$ cat src/rtl/elevator_request_queue_if.sv
// Signal bundle between the call-button panel, the request queue and the
// downstream elevator state machine. The queue sits on the slave side. It
// receives buttons and car status, and it drives the target floor and status.
interface elevator_request_queue_if;
  logic [3:0] call_btn;
  logic [3:0] current_floor;
  logic       idle;
  logic [3:0] requested_floor;
  logic [3:0] pending;
  logic       door_open;
  logic       dir_up;

  modport master (
    output call_btn, current_floor, idle,
    input  requested_floor, pending, door_open, dir_up
  );

  modport slave (
    input  call_btn, current_floor, idle,
    output requested_floor, pending, door_open, dir_up
  );
endinterface

$ cat src/rtl/elevator_request_queue.sv
// Elevator request queue using a SCAN scheduler.
// Button rising edges are latched into a pending bitmap. A three-state FSM
// picks the nearest pending floor in the current sweep direction. It also
// retargets to a closer floor that is called mid-travel, and it holds the
// door open for DWELL_COUNT cycles at each served floor.
module elevator_request_queue #(
  parameter logic [31:0] DWELL_COUNT = 32'd5000000
) (
  input  logic                     clk,
  input  logic                     rst,
  elevator_request_queue_if.slave  bus
);

  typedef enum logic [1:0] {
    SELECT = 2'd0,
    TRAVEL = 2'd1,
    DOOR   = 2'd2
  } state_t;

  localparam logic [31:0] DWELL_LAST = DWELL_COUNT - 32'd1;

  state_t      state;
  logic [3:0]  btn_prev;
  logic [3:0]  pending_q;
  logic [3:0]  requested_q;
  logic        door_q;
  logic        dir_up_q;
  logic [31:0] dwell_cnt;

  logic [3:0]  cur_bit;
  logic        cur_valid;
  logic        cur_hit;
  logic [3:0]  call_edge;
  logic [3:0]  ahead_up;
  logic [3:0]  ahead_dn;
  logic [3:0]  between_up;
  logic [3:0]  between_dn;
  logic        restart;
  logic        dwell_done;
  logic [3:0]  pending_d;

  // One-hot bit for a floor number. Floors outside 1..4 map to no bit.
  function automatic logic [3:0] floor_bit(input logic [3:0] f);
    floor_bit = 4'b0000;
    for (int i = 0; i < 4; i++)
      if (4'(i + 1) == f) floor_bit[i] = 1'b1;
  endfunction

  // Mask of floors strictly above f.
  function automatic logic [3:0] above_mask(input logic [3:0] f);
    above_mask = 4'b0000;
    for (int i = 0; i < 4; i++)
      above_mask[i] = (4'(i + 1) > f);
  endfunction

  // Mask of floors strictly below f.
  function automatic logic [3:0] below_mask(input logic [3:0] f);
    below_mask = 4'b0000;
    for (int i = 0; i < 4; i++)
      below_mask[i] = (4'(i + 1) < f);
  endfunction

  // Lowest floor whose bit is set. Callers only pass non-empty masks.
  function automatic logic [3:0] lowest_floor(input logic [3:0] m);
    lowest_floor = 4'd1;
    for (int i = 3; i >= 0; i--)
      if (m[i]) lowest_floor = 4'(i + 1);
  endfunction

  // Highest floor whose bit is set. Callers only pass non-empty masks.
  function automatic logic [3:0] highest_floor(input logic [3:0] m);
    highest_floor = 4'd1;
    for (int i = 0; i < 4; i++)
      if (m[i]) highest_floor = 4'(i + 1);
  endfunction

  // Call detection, direction masks and the next pending bitmap.
  always_comb begin
    // NOTE: every signal gets a value on every path here; otherwise synthesis infers a latch.
    cur_bit    = floor_bit(bus.current_floor);
    cur_valid  = |cur_bit;
    cur_hit    = |(pending_q & cur_bit);
    call_edge  = bus.call_btn & ~btn_prev;
    ahead_up   = pending_q & above_mask(bus.current_floor);
    ahead_dn   = pending_q & below_mask(bus.current_floor);
    between_up = ahead_up & below_mask(requested_q);
    between_dn = ahead_dn & above_mask(requested_q);
    // A fresh call at the floor being served re-opens the dwell and keeps the bit set.
    restart    = (state == DOOR) && |(call_edge & cur_bit);
    dwell_done = (state == DOOR) && !restart && (dwell_cnt == DWELL_LAST);
    pending_d  = (pending_q | call_edge) & ~(dwell_done ? cur_bit : 4'b0000);
  end

  // Scheduler FSM with the button history, pending bitmap and all registered outputs.
  always_ff @(posedge clk or posedge rst) begin
    if (rst) begin
      // NOTE: only control state lives here, so every register gets a reset value.
      state       <= SELECT;
      btn_prev    <= 4'b0000;
      pending_q   <= 4'b0000;
      requested_q <= 4'd1;
      door_q      <= 1'b0;
      dir_up_q    <= 1'b1;
      dwell_cnt   <= 32'd0;
    end else begin
      // NOTE: non-blocking assignments, so every branch sees the pre-edge register values.
      btn_prev  <= bus.call_btn;
      pending_q <= pending_d;
      case (state)
        SELECT: begin
          if (pending_q == 4'b0000) begin
            if (cur_valid) requested_q <= bus.current_floor;
          end else if (cur_hit && bus.idle) begin
            state     <= DOOR;
            door_q    <= 1'b1;
            dwell_cnt <= 32'd0;
          end else begin
            if (dir_up_q) begin
              if (|ahead_up) begin
                requested_q <= lowest_floor(ahead_up);
              end else begin
                dir_up_q    <= 1'b0;
                requested_q <= highest_floor(pending_q);
              end
            end else begin
              if (|ahead_dn) begin
                requested_q <= highest_floor(ahead_dn);
              end else begin
                dir_up_q    <= 1'b1;
                requested_q <= lowest_floor(pending_q);
              end
            end
            state <= TRAVEL;
          end
        end
        TRAVEL: begin
          if (bus.idle && (bus.current_floor == requested_q)) begin
            state     <= DOOR;
            door_q    <= 1'b1;
            dwell_cnt <= 32'd0;
          end else if (dir_up_q && |between_up) begin
            requested_q <= lowest_floor(between_up);
          end else if (!dir_up_q && |between_dn) begin
            requested_q <= highest_floor(between_dn);
          end
        end
        DOOR: begin
          if (restart) begin
            dwell_cnt <= 32'd0;
          end else if (dwell_cnt == DWELL_LAST) begin
            door_q    <= 1'b0;
            dwell_cnt <= 32'd0;
            state     <= SELECT;
          end else begin
            dwell_cnt <= dwell_cnt + 32'd1;
          end
        end
        default: state <= SELECT;
      endcase
    end
  end

  assign bus.requested_floor = requested_q;
  assign bus.pending         = pending_q;
  assign bus.door_open       = door_q;
  assign bus.dir_up          = dir_up_q;

endmodule

$ cat src/flat_wrapper.sv
// flat-port wrapper written by rule: the top's interface ports become plain ports
module elevator_request_queue_flat 
#(
  parameter logic [31:0] DWELL_COUNT = 32'd5000000
)
  (clk, rst, bus_call_btn, bus_current_floor, bus_idle, bus_requested_floor, bus_pending, bus_door_open, bus_dir_up);
  elevator_request_queue_if bus_i ();
  input  logic clk;
  input  logic rst;
  input wire logic [$bits(bus_i.call_btn)-1:0] bus_call_btn;
  input wire logic [$bits(bus_i.current_floor)-1:0] bus_current_floor;
  input wire logic [$bits(bus_i.idle)-1:0] bus_idle;
  output wire logic [$bits(bus_i.requested_floor)-1:0] bus_requested_floor;
  output wire logic [$bits(bus_i.pending)-1:0] bus_pending;
  output wire logic [$bits(bus_i.door_open)-1:0] bus_door_open;
  output wire logic [$bits(bus_i.dir_up)-1:0] bus_dir_up;
  assign bus_i.call_btn = bus_call_btn;
  assign bus_i.current_floor = bus_current_floor;
  assign bus_i.idle = bus_idle;
  assign bus_requested_floor = bus_i.requested_floor;
  assign bus_pending = bus_i.pending;
  assign bus_door_open = bus_i.door_open;
  assign bus_dir_up = bus_i.dir_up;
  elevator_request_queue #(.DWELL_COUNT(DWELL_COUNT)) u_core (.clk(clk), .rst(rst), .bus(bus_i));
endmodule
$ cat config.mk
export PLATFORM = sky130hd
export DESIGN_NAME = elevator_request_queue_flat
export DESIGN_NICKNAME = d
export VERILOG_FILES = /design/src/rtl/elevator_request_queue_if.sv /design/src/rtl/elevator_request_queue.sv /design/src/flat_wrapper.sv
export SDC_FILE = /design/constraint.sdc
export NUM_CORES = 1
export LEC_CHECK = 0
export BUFFER_PORTS_ARGS = -buffer_cell sky130_fd_sc_hd__buf_2
export CORE_ASPECT_RATIO = 0.75
export CORE_MARGIN = 8
export CORE_UTILIZATION = 48
export DETAILED_ROUTE_END_ITERATION = 7
export GPL_TIMING_DRIVEN = 0
export PLACE_DENSITY = 0.63
export SYNTH_ARGS = -nofsm -noshare
export SYNTH_HDL_FRONTEND = slang
export SYNTH_SLANG_ARGS = --single-unit
export TNS_END_PERCENT = 30
$ cat constraint.sdc
create_clock -name clk -period 2.85 [get_ports clk]
set_input_delay 0.1425 -clock clk [delete_from_list [all_inputs] [get_ports clk]]
set_output_delay 0.1425 -clock clk [all_outputs]
set_load 0.03 [all_outputs]
==> metrics.md <==
| Metric | Value |
|---|---|
| Result of the run | `complete, no violations` |
| Share of power burned in combinational logic | `0.396` |
| Unique masters post-synth | `68` |
| Sequential fraction of the synthesis area | `0.3717` |
| Gp weighted congestion | `0.9076` |
| Via count of the first global-routing pass | `2,928` |
| Sequential power share | `0.396` |
| Largest fanout of any net on the critical path | `10` |
| Clock share of power | `0.209` |
| Chip Width | `110.8 um` |
| Number of nets with antenna violations after routing | `0` |
| Required time at the worst-slack endpoint | `3.07 ns` |
| Number of inserted diodes | `0` |
| Die height | `87.13 um` |
| Flip-flop and latch count after synthesis | `48` |
| Count of endpoints failing setup in the final report | `0` |
| Fin crit period | `2.463 ns` |
| Cell accounting for the most synthesized area | `dfrtp_1` |
| DR WL/cell | `17.63 um` |
| Post-CTS clock slew at the launch and capture registers of the worst setup and hold paths | `0.08 ns` |
| Post-synthesis area per instance | `8.433 um^2` |
| Number of warnings issued by yosys | `0` |
| Net Sw Power | `812.6 uW` |
| Die Footprint | `0.009657 mm^2` |
| Residual overflow from global routing | `0` |
| Cell Pwr Density | `589.7 mW/mm^2` |
| Drt pass-1 iters | `5` |
| Async S/R FF share, synth | `1.000` |
| Initial antenna violation count | `0` |
| Max-slew violations | `0` |
| Number of core rows | `26` |
| Post-CTS setup buffer count | `0` |
| TritonCTS clock tree | `done` |
| Startpoint type of the worst setup path | `flip-flop` |
| Count of mapped cells out of synthesis | `384` |
| Area growth from synthesis to layout | `11.17%` |
| CTS buffer count | `5` |
| Clock tree skew after final layout | `0.01061 ns` |
| Worst-Margin Slew | `0.7118 ns` |
| Fmax | `406.0 MHz` |
| Hold violation count in the final report | `0` |
| Setup TNS Final | `0 ns` |
| Vias/cell | `6.184` |
| Cell count after placement | `487` |
| Number of max-cap violations | `0` |
| Root Buffer | `clkbuf_8` |
| Static leakage | `1.454 nW` |
| Total routing resource utilization after global routing | `0.1865` |
| Overall via count from detail_route | `3,086` |
| Worst endpoint data arrival time | `2.68 ns` |
| Ports | `21` |
| Buffers from clock root to sink, at most | `2` |
| Total standard cell area after synthesis | `0.003238 mm^2` |
| Post-layout net count | `427` |
| Relative slew slack | `0.5237` |
| Net count after synthesis | `396` |
| Post-route DRC violation count | `0` |
| Clock insertion delay at the later pin of the skew report | `0.30 ns` |
| Largest net degree at the start of global routing | `35` |
| Core box area | `0.006669 mm^2` |
| # H-tree levels | `2` |
| Initial DRC Count | `227` |
| Layout cells sized above 1 | `0.1614` |
| Internal power of the cells | `1.310 mW` |
| Post-synth EDFFs | `0` |
| Global-route wire length before repair | `14,950 um` |
| Synth area leaders | `dfrtp_1 36%, o21ai_0 5.9%, a21oi_1 3.7%, nand2_1 3.7%, nor3_1 2.9%` |
| Number of port buffers | `18` |
| Final instance count without filler cells | `499` |
| Leading register cell type out of synthesis | `dfrtp_1` |
| Switching part of the total | `0.3828` |
| DP Wirelength | `6492 um` |
| CTS sink count | `48` |
| Largest voltage drop on the vdd net | `0.3824 mV` |
| Final cycle utilization of the critical path | `0.8642` |
| Synth top area share | `0.3555` |
| Unrepaired setup endpoints after global routing | `false` |
| Critical Path End Type | `flip-flop` |
| Drt total wl | `8795 um` |
| Type of the most critical hold path | `input pin to flip-flop` |
| Worst Path Class, Setup | `flip-flop to flip-flop` |
| Initial Util | `0.4856` |
-- layout make-up --
| cell class | count | area [um^2] |
|---|---|---|
| Buffer | 25 | 121.4 |
| Clock buffer | 7 | 96.34 |
| Fill cell | 619 | 3069 |
| Inverter | 20 | 75.07 |
| Multi-Input combinational cell | 291 | 1838 |
| Sequential cell | 48 | 1204 |
| Tap cell | 84 | 105.1 |
| Timing Repair Buffer | 24 | 160.2 |
-- placed cells by master (no fill, tap or decap), types with 4 or more instances in the layout --
cell	instances
a211oi_1	5
a21o_1	4
a21oi_1	24
a31oi_1	8
and3_1	6
and4_1	4
buf_2	31
clkbuf_1	10
clkbuf_8	7
dfrtp_1	46
dlygate4sd3_1	5
inv_1	19
mux2i_1	4
nand2_1	32
nand2b_1	5
nand3_1	18
nand4_1	6
nor2_1	18
nor3_1	19
nor4_1	5
nor4b_1	5
o21a_1	5
o21ai_0	38
o21bai_1	4
o22ai_1	4
or3_1	8
xnor2_1	5
-- power groups by stage --
stage          Sequential (mW)  Combinational [mW]  Clock (mW)
4_1_cts                  0.840               0.837       0.456
2_1_floorplan            0.896               0.570           0
3_5_place_dp             0.854               0.828           0
6_report                 0.840               0.840       0.443
5_1_grt                  0.854               0.927       0.481
3_3_place_gp             0.852               0.815           0
-- per-layer routing --
layer  vias up  part of all wire  GRT usage  routed length [um]
met1      1513              0.52     0.2798                4578
met4         0             0.014    0.04768                 119
met5         -                 0          0                   0
li1       1471                 -          -                   -
met2        90              0.41     0.2662                3632
met3        12             0.053    0.02893                 465
-- kinds of logic after synthesis --
| family | share of synthesized area |
|---|---|
| AO/OA/AOI/OAI | 0.2492 |
| XOR/XNOR | 0.02164 |
| adder cells (fa/ha/maj) | 0.003863 |
| buffers and inverters | 0.06067 |
| flip-flops | 0.3717 |
| multiplexers | 0.02627 |
| AND/OR/NAND/NOR | 0.2666 |
-- registers in the layout, summed over array words and instances, names as in the netlist --
| signal | cells |
|---|---|
| u_core.bus.pending | 4 |
| u_core.dwell_cnt | 32 |
| u_core.btn_prev | 4 |
| u_core.bus.door_open | 1 |
| u_core.bus.requested_floor | 4 |
| u_core.bus.dir_up | 1 |
| u_core.state | 2 |
-- synthesized netlist by cell type, drive strengths merged, types with 6 or more instances --
master / instances
dfrtp: 46
o21ai: 42
nand2: 32
a21oi: 25
inv: 20
nor3: 20
nand3: 18
nor2: 18
buf: 15
clkbuf: 10
a31oi: 8
or3: 8
nor4: 7
and3: 6
nand4: 6
nor4b: 6
or2: 6
-- metrics by stage --
stage | cell area (um^2) | hold slack, ns | setup slack, ns | util | total power [mW]
after detailed placement | 3453 | 0.1399 | 0.4385 | 0.5178 | 1.682
after global routing | 3600 | 0.2840 | 0.2129 | 0.5398 | 2.262
final | 3600 | 0.2420 | 0.3871 | 0.5398 | 2.123
after CTS | 3600 | 0.2216 | 0.4158 | 0.5398 | 2.133
after floorplan | 3238 | 0.1739 | 0.6867 | - | 1.466
after global placement | 3433 | 0.2627 | 0.4438 | 0.5148 | 1.667
-- worst max-delay path, cell delays in order (launching register included) --
cell and delay, ns:
dfrtp_1 0.43, ha_1 0.26, and4_1 0.27, nand3b_1 0.14, nor3_1 0.09, nor2_1 0.55, buf_2 0.38, nand3_1 0.10
o21ai_0 0.16
-- repair_timing --
action,in CTS,in global routing
gates resized for setup,0,0
hold buffers,5,0
hold endpoints to repair,17,0
-- final timing paths --
check	start	cells after the start	to	slack [ns]
max in group asynchronous	rst	4	u_core.bus.dir_up	1.94
setup reg to reg	u_core.dwell_cnt[0]	8	u_core.dwell_cnt[28]	0.39
hold / removal	bus_current_floor[3]	3	u_core.bus.pending[3]	0.24
hold reg to reg	u_core.bus.door_open	1	u_core.bus.door_open	0.51
setup / recovery	u_core.dwell_cnt[0]	8	u_core.dwell_cnt[28]	0.39
min in group asynchronous	rst	3	u_core.dwell_cnt[4]	0.34
Note: power is estimated with default switching activity, not from simulation.
